--- config.mk ---
export PLATFORM = sky130hd
export DESIGN_NAME = ucdp_latch_wrarb
export DESIGN_NICKNAME = d
export VERILOG_FILES = /design/src/rtl/ucdp_latch_wrarb.sv
export SDC_FILE = /design/constraint.sdc
export NUM_CORES = 1
export LEC_CHECK = 0
export BUFFER_PORTS_ARGS = -buffer_cell sky130_fd_sc_hd__buf_2
export CAP_MARGIN = 15
export CORE_UTILIZATION = 40
export DETAILED_ROUTE_END_ITERATION = 10
export PLACE_DENSITY_LB_ADDON = 0.08
export SYNTH_ARGS = -nofsm -noshare
export SYNTH_HDL_FRONTEND = slang
export SYNTH_SLANG_ARGS = --single-unit
--- constraint.sdc ---
create_clock -name main_clk_i -period 2.1 [get_ports main_clk_i]
set_input_delay 0.105 -clock main_clk_i [delete_from_list [all_inputs] [get_ports main_clk_i]]
set_output_delay 0.105 -clock main_clk_i [all_outputs]
set_load 0.02 [all_outputs]
--- src/rtl/ucdp_latch_wrarb.sv ---
// ucdp_latch_wrarb: round-robin write arbiter for a latch-based register bank.
// Registered d_o/ld_o keep each latch word transparent only in the low clock phase.
module ucdp_latch_wrarb #(
  parameter int width_p = 8,
  parameter int depth_p = 4,
  parameter int reqs_p  = 2
) (
  input  logic                         main_clk_i,
  input  logic                         main_rst_an_i,
  input  logic                         en_i,
  input  logic [reqs_p-1:0]            req_i,
  input  logic [reqs_p*$clog2(depth_p)-1:0] addr_i,
  input  logic [reqs_p*width_p-1:0]    data_i,
  output logic [reqs_p-1:0]            gnt_o,
  output logic [depth_p-1:0]           ld_o,
  output logic [width_p-1:0]           d_o,
  output logic                         err_o,
  output logic                         busy_o
);

  localparam int awidth_p = $clog2(depth_p);
  localparam int pw_p     = (reqs_p > 1) ? $clog2(reqs_p) : 1;

  logic [pw_p-1:0]     ptr_q, ptr_d;
  logic [pw_p-1:0]     sel;
  logic                vld;
  logic [awidth_p-1:0] a_sel;
  logic [width_p-1:0]  w_sel;
  logic [depth_p-1:0]  ld_q, ld_d;
  logic [width_p-1:0]  d_q, d_d;
  logic                err_q, err_d;
  logic                busy_q, busy_d;
  int                  k;

  // Search from ptr upward, wrapping at reqs_p.
  always_comb begin
    sel   = ptr_q;
    vld   = 1'b0;
    k     = 0;
    gnt_o = '0;
    if (en_i && main_rst_an_i) begin
      for (int i = 0; i < reqs_p; i++) begin
        k = int'(ptr_q) + i;
        if (k >= reqs_p) k = k - reqs_p;
        if (!vld && req_i[k]) begin
          vld = 1'b1;
          sel = pw_p'(k);
        end
      end
    end
    if (vld) gnt_o[sel] = 1'b1;
  end

  assign a_sel = addr_i[sel*awidth_p +: awidth_p];
  assign w_sel = data_i[sel*width_p +: width_p];

  always_comb begin
    ptr_d  = ptr_q;
    ld_d   = '0;
    err_d  = 1'b0;
    busy_d = vld;
    d_d    = d_q;
    if (vld) begin
      ptr_d = (sel == pw_p'(reqs_p-1)) ? '0 : sel + 1'b1;
      d_d   = w_sel;
      if (int'(a_sel) < depth_p) ld_d[a_sel] = 1'b1;
      else                       err_d       = 1'b1;
    end
  end

  always_ff @(posedge main_clk_i or negedge main_rst_an_i) begin
    if (!main_rst_an_i) begin
      ptr_q  <= '0;
      ld_q   <= '0;
      d_q    <= '0;
      err_q  <= 1'b0;
      busy_q <= 1'b0;
    end else begin
      ptr_q  <= ptr_d;
      ld_q   <= ld_d;
      d_q    <= d_d;
      err_q  <= err_d;
      busy_q <= busy_d;
    end
  end

  assign ld_o   = ld_q;
  assign d_o    = d_q;
  assign err_o  = err_q;
  assign busy_o = busy_q;

endmodule

==> reports/summary.txt, run 1 <==
Rel. slew slack = 30.18%
switching power of the nets = 321.1 uW
initial DRC count = 22
Area Growth Syn to Fin = 30.43%
Mapped Cells = 84
Die ar. = 0.002123 sq mm
setup bufs post-CTS = 0
Antenna Nets Post-Route = 0
Die X = 46.08 microns
Seq cells post-synth = 14
status = complete, no violations
I/O Buffers = 39
CTS max path bufs = 2
initial antenna violation count = 0
Mapped Area = 777.0 sq um
wire length per cell = 13.78 microns
unrepaired setup endpoints after global routing = no
Routed WL = 2.012 mm
I/O pin cnt = 41
Finish-stage setup viols = 0
ANT cells = 0
initial core utilization = 44.04%
number of global-route vias before repair = 726
Comb power frac = 37.7%
GRT overflow = 0
Sw Share = 37.30%
pwr dens = 849.5 mW/mm^2
sequential power share = 40.2%
Pre-antenna DRT Iters = 4
Root Buffer = clkbuf_4
H-tree levels = 1
first-pass GRT wire length = 3.325 mm
via count = 823
clock-pin slew on the worst setup and hold paths = 0.09 ns
Post-CTS Resized = 0
worst-skew pair later-pin latency = 0.28 ns
Hold Path Class = in -> reg
top cell type's share of synthesized area = 45.09%
Setup crit start kind = flip-flop
die height = 46.08 microns
worst-path maximum fanout = 12
# hold bufs at CTS = 1
total clock buffers created by CTS = 3
DR DRC count = 0
core area = 0.001764 sq mm
Layout Utilization = 57.45%
r2r setup slk = 0.36 ns
final hold violation count = 0
Final Max Slew Viols = 0
Mapped Nets = 109
Netlist cell types = 24
CTS tree = built
sequential area share after synthesis = 45.09%
fin nets = 147
Synth area leader = dfrtp_1
Leakage = 0.0004759 uW
gr usage total = 21.95%
most frequent cells in the layout = buf_2, dfrtp_1, nand4_1, nor2_1, a31oi_1
most common cell after layout, fill and taps aside = buf_2
fraction of layout cells with a size suffix above 1 = 38.84%
Via density = 5.637
critical path required time = 2.00 ns
MaxCap Viol Count = 0
GPL Wtd Cong = 0.6825
row cnt = 15
HPWL after detailed placement = 1.395 mm
Crit. End Element = output port
VDD IR max = 0.5211 mV
CP Data Arrival Time = 1.82 ns
YS warnings = 0
clock skew = 0.008158 ns
top cells by area, synth = dfrtp_1, nand4_1, a31oi_1
worst setup path category = reg -> out
largest net degree at the start of global routing = 19
Worst Max-Slew Pin Slew = 1.042 ns
Clk network pwr share = 22.1%
Fmax = 0.5207 GHz
internal power = 539.8 uW
crit path time final = 1.920 ns
CTS sink cnt = 14
total negative setup slack = 0 ns
crit share post-route = 91.45%
Mean Syn Cell Area = 9.250 sq um
==> flip-flops by register name, summed over array words and instances (netlist names) <==
name    flops
ptr_q       1
d_o         8
busy_o      1
ld_o        4
==> cells by family (layout without fill, tap and decap cells) <==
kind of cell           Yosys count  after routing  synth area share (%)
and+or+nand+nor                 31             31                 22.55
buffers and inverters           10             47                 6.601
DFF                             14             14                 45.09
AOI/OAI and AO/OA               28             28                 25.28
other                            1              1                0.4826
==> routing by layer <==
layer	global-route usage, %	part of all wire, %	vias up
met3	6.275	7.3	2
li1	-	-	404
met4	5.294	0.60	0
met5	0	0	-
met2	36.06	47	41
met1	28.33	45	376
==> synth_stat cells <==
library cell,number
dfrtp_1,14
nand4_1,11
nor2_1,11
a31oi_1,10
o31ai_1,8
a21oi_1,4
clkbuf_1,4
nor2b_1,3
a311o_1,2
buf_2,2
o311ai_0,2
a31o_2,1
and4b_4,1
buf_4,1
buf_6,1
conb_1,1
inv_1,1
inv_2,1
nand2_1,1
nand2b_1,1
nand4b_1,1
nor4_1,1
o211ai_1,1
or4_1,1
==> per-stage QoR <==
step	std cells	total power, uW	setup WS (ns)	hold slack [ns]	cell area (sq um)
floorplan	84	568.6	0.4890	-0.1906	777.0
global placement	141	665.4	0.4612	0.04128	967.2
detailed placement	141	671.6	0.4024	0.04838	967.2
CTS	146	867.3	0.2335	0.07329	1013
global route	146	917.1	0.07519	0.08741	1013
finish	146	860.9	0.1795	0.08160	1013
==> power groups by stage <==
| stage | registers, uW | clock network (uW) | logic [uW] |
|---|---|---|---|
| 5_1_grt | 351 | 208 | 358 |
| 2_1_floorplan | 405 | 0 | 164 |
| 6_report | 346 | 190 | 325 |
| 3_5_place_dp | 351 | 0 | 321 |
| 3_3_place_gp | 348 | 0 | 317 |
| 4_1_cts | 346 | 199 | 322 |
==> critical path, stage by stage (launching register included) <==
cell and delay [ns]:
dfrtp_1 0.42, a31oi_1 0.78, nor4_1 0.12, buf_2 0.21
==> area by class of cell <==
type,instances,area (sq um)
flip-flops and latches,14,350.3
clock buffers,4,36.28
multi-input cells,60,375.4
repair buffers,41,212.7
inverters,2,7.507
well taps,25,31.28
fillers,190,750.7
==> path summary, 6_finish.rpt <==
path                       cells after the start  endpoint     startpoint
setup / recovery                               3  gnt_o[1]          ptr_q
hold / removal                                 3    d_o[6]     data_i[14]
setup reg to reg                               3   ld_o[1]          ptr_q
hold reg to reg                                2    d_o[7]         d_o[7]
max in group asynchronous                      2    busy_o  main_rst_an_i
min in group asynchronous                      2     ptr_q  main_rst_an_i
(Power assumes the default switching activity.)
==> run 2, diff against run 1 <==
--- a/config.mk
+++ b/config.mk
@@ -10,6 +10,7 @@
 export CORE_UTILIZATION = 40
 export DETAILED_ROUTE_END_ITERATION = 10
 export PLACE_DENSITY_LB_ADDON = 0.08
+export SETUP_SLACK_MARGIN = 0.4
 export SYNTH_ARGS = -nofsm -noshare
 export SYNTH_HDL_FRONTEND = slang
 export SYNTH_SLANG_ARGS = --single-unit
==> constraint.sdc (replaced) <==
create_clock -name main_clk_i -period 2.1 [get_ports main_clk_i]
set_input_delay 0.42 -clock main_clk_i [delete_from_list [all_inputs] [get_ports main_clk_i]]
set_output_delay 0.42 -clock main_clk_i [all_outputs]
set_load 0.02 [all_outputs]
==> run 2 against run 1 <==
- clock power about the same
- non-clock buffer count increased by 12
- wire length increased by 12%
- combinational power increased by 21%
- count of clock-buffer cells in the layout unchanged
- flip-flop and latch count unchanged
- clock skew decreased by 0.0075 ns
- global-route usage increased by 1.4 points
- critical path depth unchanged
- setup slack improved by 0.23 ns
- final area increased by 14%
- critical endpoint is now gnt_o[0]
- maximum frequency increased by 14%
==> reports/summary.txt, run 2 (synthesis results as in run 1) <==
clock skew = 0.0006617 ns (-0.007497 ns)
core area = 0.001764 sq mm (unchanged)
most common cell after layout, fill and taps aside = buf_2
CTS sink cnt = 14 (unchanged)
clock-pin slew on the worst setup and hold paths = 0.09 ns (about the same)
Largest register FFs = 8 (unchanged)
H-tree levels = 1 (unchanged)
Finish-stage setup viols = 0 (unchanged)
first-pass GRT wire length = 3.588 mm (+7.9%)
CP Launch Point = ptr_q
largest net degree at the start of global routing = 19 (unchanged)
total negative setup slack = 0 ns (unchanged)
fraction of layout cells with a size suffix above 1 = 48.87% (+10 points)
r2r setup slk = 0.50 ns (+0.14 ns)
worst setup path category = reg -> out
Tot Pwr = 935.7 uW (+8.7%)
gr usage total = 23.39% (+1.4 points)
most frequent cells in the layout = buf_2, buf_4, dfrtp_1
Hold Path Class = in -> async
crit path time final = 1.689 ns (-0.2315 ns)
Clk network pwr share = 20.6% (-1.5 points)
worst-path maximum fanout = 5 (-7)
Finished Layout Cells = 158 (+8.2%)
final hold violation count = 0 (unchanged)
I/O pin cnt = 41 (unchanged)
via count = 867 (+5.3%)
Inst Count DP = 148 (+5.0%)
Area Growth Syn to Fin = 48.79%
Antenna Nets Post-Route = 0 (unchanged)
HPWL after detailed placement = 1.541 mm (+10%)
row cnt = 15 (unchanged)
fin nets = 159 (+8.2%)
total clock buffers created by CTS = 3 (unchanged)
MaxCap Viol Count = 0 (unchanged)
Die X = 46.08 microns (unchanged)
initial core utilization = 44.04% (unchanged)
status = complete, no violations
VDD IR max = 0.4161 mV (-20%)
Via density = 5.487 (-2.7%)
Setup crit start kind = flip-flop
switching power of the nets = 347.8 uW (+8.3%)
number of global-route vias before repair = 807 (+11%)
initial antenna violation count = 0 (unchanged)
ANT cells = 0 (unchanged)
Root Buffer = clkbuf_4
Fmax = 0.5921 GHz (+14%)
CP Data Arrival Time = 1.27 ns (-0.55 ns)
I/O Buffers = 39 (unchanged)
R2R depth = 5 (+2)
GRT overflow = 0 (unchanged)
worst r2r src = ptr_q
GPL Wtd Cong = 0.7332 (+7.4%)
worst-skew pair later-pin latency = 0.27 ns (about the same)
internal power = 588.0 uW (+8.9%)
wire length per cell = 14.32 microns (+3.9%)
unrepaired setup endpoints after global routing = yes
CTS max path bufs = 2 (unchanged)
die height = 46.08 microns (unchanged)
Routed WL = 2.262 mm (+12%)
crit share post-route = 80.43% (-11 points)
reg2reg end = ld_o[0]
critical path required time = 1.68 ns (-0.32 ns)
Final Max Slew Viols = 0 (unchanged)
Die ar. = 0.002123 sq mm (unchanged)
Comb power frac = 41.9% (+4.2 points)
Crit. End Element = output port
sequential power share = 37.5% (-2.7 points)
CTS tree = built
DR DRC count = 0 (unchanged)
Sw Share = 37.17% (-0.14 points)
pwr dens = 809.4 mW/mm^2 (-4.7%)
Leakage = 0.0005460 uW (+15%)
Pre-antenna DRT Iters = 4 (unchanged)
initial DRC count = 10 (-55%)
==> run 2: metrics by stage <==
stage	hold WS (ns)	instance area (sq um)	util [%]	setup slack (ns)
floorplan	0.1244	798.3	-	0.4725
global placement	0.2928	1041	59.01	0.3059
detailed placement	0.2933	1041	59.01	0.2814
CTS	0.07355	1114	63.12	0.4135
global route	0.07662	1156	65.53	0.3798
finish	0.08471	1156	65.53	0.4110
==> run 2: repair_timing <==
action | CTS | global route
hold endpoints to repair | 5 | 0
setup endpoints to repair | 2 | 2
gates resized for setup | 4 | 5
buffers inserted | 2 | 3
hold buffers | 1 | 0
pin swaps | 4 | 3
==> run 2: worst max path at each step <==
| stage | to | slack [ns] | depth (start not counted) |
|---|---|---|---|
| 2_1_floorplan | gnt_o[0] | 0.47 | 3 |
| 3_3_place_gp | gnt_o[1] | 0.31 | 4 |
| 3_5_place_dp | gnt_o[1] | 0.28 | 4 |
| 4_1_cts | gnt_o[0] | 0.41 | 3 |
| 5_1_grt | gnt_o[0] | 0.38 | 3 |
| 6_report | gnt_o[0] | 0.41 | 3 |
==> run 2: area by class of cell <==
type | count | area, sq um
clock buffers | 4 | 36.28
fillers | 181 | 608.1
inverters | 2 | 7.507
multi-input cells | 60 | 412.9
flip-flops and latches | 14 | 351.6
well taps | 25 | 31.28
repair buffers | 53 | 316.6
==> run 2: routing by layer <==
metal | wire length [microns] | vias up | global-route usage (%) | share of wire [%]
li1 | - | 426 | - | -
met2 | 1070 | 29 | 38.31 | 47
met3 | 112 | 4 | 3.922 | 5.0
met4 | 31 | 0 | 8.235 | 1.4
met5 | 0 | - | 0 | 0
met1 | 1047 | 408 | 30.83 | 46
==> run 2: power by group through the flow <==
stage               logic [uW]  registers (uW)  clock network, uW
detailed placement         363             353                  0
floorplan                  173             405                  0
finish                     392             351                193
CTS                        370             347                197
global route               428             358                208
global placement           357             349                  0
==> run 2: critical path, cell delays in order, from the launching register on <==
cell     delay (ns)
dfrtp_2        0.45
a31o_2         0.25
a31oi_2        0.13
buf_4          0.16
==> run 3, diff against run 2 <==
--- a/config.mk
+++ b/config.mk
@@ -7,7 +7,7 @@
 export LEC_CHECK = 0
 export BUFFER_PORTS_ARGS = -buffer_cell sky130_fd_sc_hd__buf_2
 export CAP_MARGIN = 15
-export CORE_UTILIZATION = 40
+export CORE_UTILIZATION = 39
 export DETAILED_ROUTE_END_ITERATION = 10
 export PLACE_DENSITY_LB_ADDON = 0.08
 export SETUP_SLACK_MARGIN = 0.4
==> constraint.sdc (replaced) <==
create_clock -name main_clk_i -period 1.4 [get_ports main_clk_i]
set_input_delay 0.28 -clock main_clk_i [delete_from_list [all_inputs] [get_ports main_clk_i]]
set_output_delay 0.28 -clock main_clk_i [all_outputs]
set_load 0.02 [all_outputs]
==> run 3 against run 2 <==
- the run now ends with negative setup slack left
- critical path type unchanged
- final area grew 17%
- first-iteration DRC count rose to 4.3 times the previous value
- highest routed layer unchanged
- sequential share of layout area shrank 4.5 points
- register-to-register slack worse by 0.47 ns
- clock power rose by 53%
- setup slack got worse by 0.57 ns
- global-route usage is 1.5 points higher
==> reports/summary.txt, run 3 (synthesis results as in run 1) <==
switching power of the nets = 566.6 uW (+63%)
Antenna Nets Post-Route = 0 (unchanged)
number of global-route vias before repair = 852 (+5.6%)
Hold Path Stages = 3
Setup crit start kind = flip-flop
Via density = 5.479 (-0.15%)
DR DRC count = 0 (unchanged)
R2R depth = 4 (-1)
Hold Path Class = in -> reg
HPWL after detailed placement = 1.640 mm (+6.4%)
wire length per cell = 14.51 microns (+1.4%)
unrepaired setup endpoints after global routing = yes
fin nets = 170 (+6.9%)
worst setup path category = reg -> out
Sw Share = 35.13% (-2.0 points)
Pre-antenna DRT Iters = 4 (unchanged)
CTS tree = built
largest net degree at the start of global routing = 19 (unchanged)
Routed WL = 2.453 mm (+8.4%)
I/O pin cnt = 41 (unchanged)
Inst Count DP = 157 (+6.1%)
worst-skew pair later-pin latency = 0.29 ns (+0.02 ns)
Comb power frac = 48.0% (+6.1 points)
status = complete, but fails checks
FILL cells = 147 (-19%)
fraction of layout cells with a size suffix above 1 = 54.17% (+5.3 points)
Final WS setup = -0.1602 ns (-0.5712 ns)
row cnt = 15 (unchanged)
MaxCap Viol Count = 0 (unchanged)
most frequent cells in the layout = buf_2, buf_4, buf_6
core area = 0.001802 sq mm (+2.1%)
Area Growth Syn to Fin = 74.72%
Leakage = 0.0006231 uW (+14%)
initial antenna violation count = 0 (unchanged)
clock skew = 0.003331 ns (+0.002670 ns)
via count = 926 (+6.8%)
H-tree levels = 1 (unchanged)
Die ar. = 0.002175 sq mm (+2.4%)
gr usage total = 24.88% (+1.5 points)
pwr dens = 1188 mW/mm^2 (+47%)
worst r2r src = ptr_q
reg2reg end = ld_o[2]
Die X = 46.64 microns (+1.2%)
initial DRC count = 43 (+33)
Final Max Slew Viols = 0 (unchanged)
Crit. End Element = output port
Finished Layout Cells = 169 (+7.0%)
violated checks = negative setup slack
I/O Buffers = 39 (unchanged)
GRT overflow = 0 (unchanged)
r2r setup slk = 0.03 ns (-0.47 ns)
clock-pin slew on the worst setup and hold paths = 0.09 ns (about the same)
DP Area = 0.001117 sq mm (+7.3%)
Fmax = 0.6409 GHz
critical path required time = 1.12 ns (-0.56 ns)
GPL Wtd Cong = 0.7873 (+7.4%)
Finish-stage setup viols = 2 (+2)
sequential power share = 33.6% (-3.9 points)
die height = 46.64 microns (+1.2%)
crit path time final = 1.560 ns
worst-path maximum fanout = 5 (unchanged)
VDD IR max = 0.7173 mV (+72%)
initial core utilization = 43.12% (-0.92 points)
Largest register FFs = 8 (unchanged)
Clk network pwr share = 18.4% (-2.2 points)
internal power = 1046 uW (+78%)
CTS max path bufs = 2 (unchanged)
hold path startpoint = data_i[7]
CTS sink cnt = 14 (unchanged)
CP Data Arrival Time = 1.28 ns (about the same)
Root Buffer = clkbuf_4
ANT cells = 0 (unchanged)
total clock buffers created by CTS = 3 (unchanged)
final instance area = 0.001358 sq mm (+17%)
hold slack = 0.2476 ns (+0.1629 ns)
first-pass GRT wire length = 3.657 mm (+1.9%)
hold path endpoint = d_o[7]
crit share post-route = 111.4%
final hold violation count = 0 (unchanged)
==> run 3: changes by cell type in the layout (fill, tap and decap cells not counted), sizes merged <==
cell	delta
buf	+10
dlygate4sd3	+1
==> run 3: timing repair <==
| action | 4_1_cts | 5_1_grt |
|---|---|---|
| hold endpoints to repair | 3 | 0 |
| hold buffers | 2 | 0 |
| pin swaps | 5 | 3 |
| setup endpoints to repair | 28 | 28 |
| gates resized for setup | 35 | 6 |
| buffers inserted | 5 | 1 |
==> run 3: metrics by stage <==
step	setup slack (ns)	utilization [%]	TNS, ns	total power, uW
2_1_floorplan	-0.03956	-	-0.03956	902.4
3_3_place_gp	-0.1251	62.01	-0.4061	1105
3_5_place_dp	-0.08473	62.01	-0.2284	1111
4_1_cts	-0.1622	73.68	-0.3173	1589
5_1_grt	-0.2071	75.35	-0.4031	1705
6_report	-0.1602	75.35	-0.2728	1613
==> run 3: final cells by class <==
| type | instances | area, sq um | area share [%] |
|---|---|---|---|
| multi-input combinational | 60 | 450.4 | 33.18 |
| inverter | 2 | 10.01 | 0.7373 |
| clock buffer | 4 | 36.28 | 2.673 |
| sequential | 14 | 351.6 | 25.90 |
| tap | 25 | 31.28 | 2.304 |
| timing repair buffer | 64 | 478.0 | 35.21 |
==> run 3: power groups by stage <==
stage,registers [uW],clock network [uW],logic [uW]
final,542,296,775
after global placement,520,0,585
after CTS,537,307,745
after floorplan,607,0,295
after global routing,551,324,830
after detailed placement,525,0,586
==> run 3: worst max path at each step <==
stage                  start        to  slack (ns)  depth (start not counted)
2_1_floorplan       req_i[0]     ptr_q       -0.04                          5
3_3_place_gp   main_rst_an_i   ld_o[3]       -0.13                          5
3_5_place_dp   main_rst_an_i   ld_o[3]       -0.08                          5
4_1_cts                ptr_q  gnt_o[0]       -0.16                          3
5_1_grt                ptr_q  gnt_o[0]       -0.21                          3
6_report               ptr_q  gnt_o[0]       -0.16                          3
==> run 3: worst max-delay path, stage by stage, from the launching register on <==
cell and delay, ns:
dfrtp_2 0.46, a31o_4 0.23, a31oi_4 0.16, buf_6 0.14
==> run 3: metal layers <==
layer,GRT usage (%),share of wire (%),vias up
li1,-,-,451
met1,28.94,42,429
met2,42.22,48,41
met3,3.529,6.8,5
met4,15.43,2.4,0
met5,0,0,-
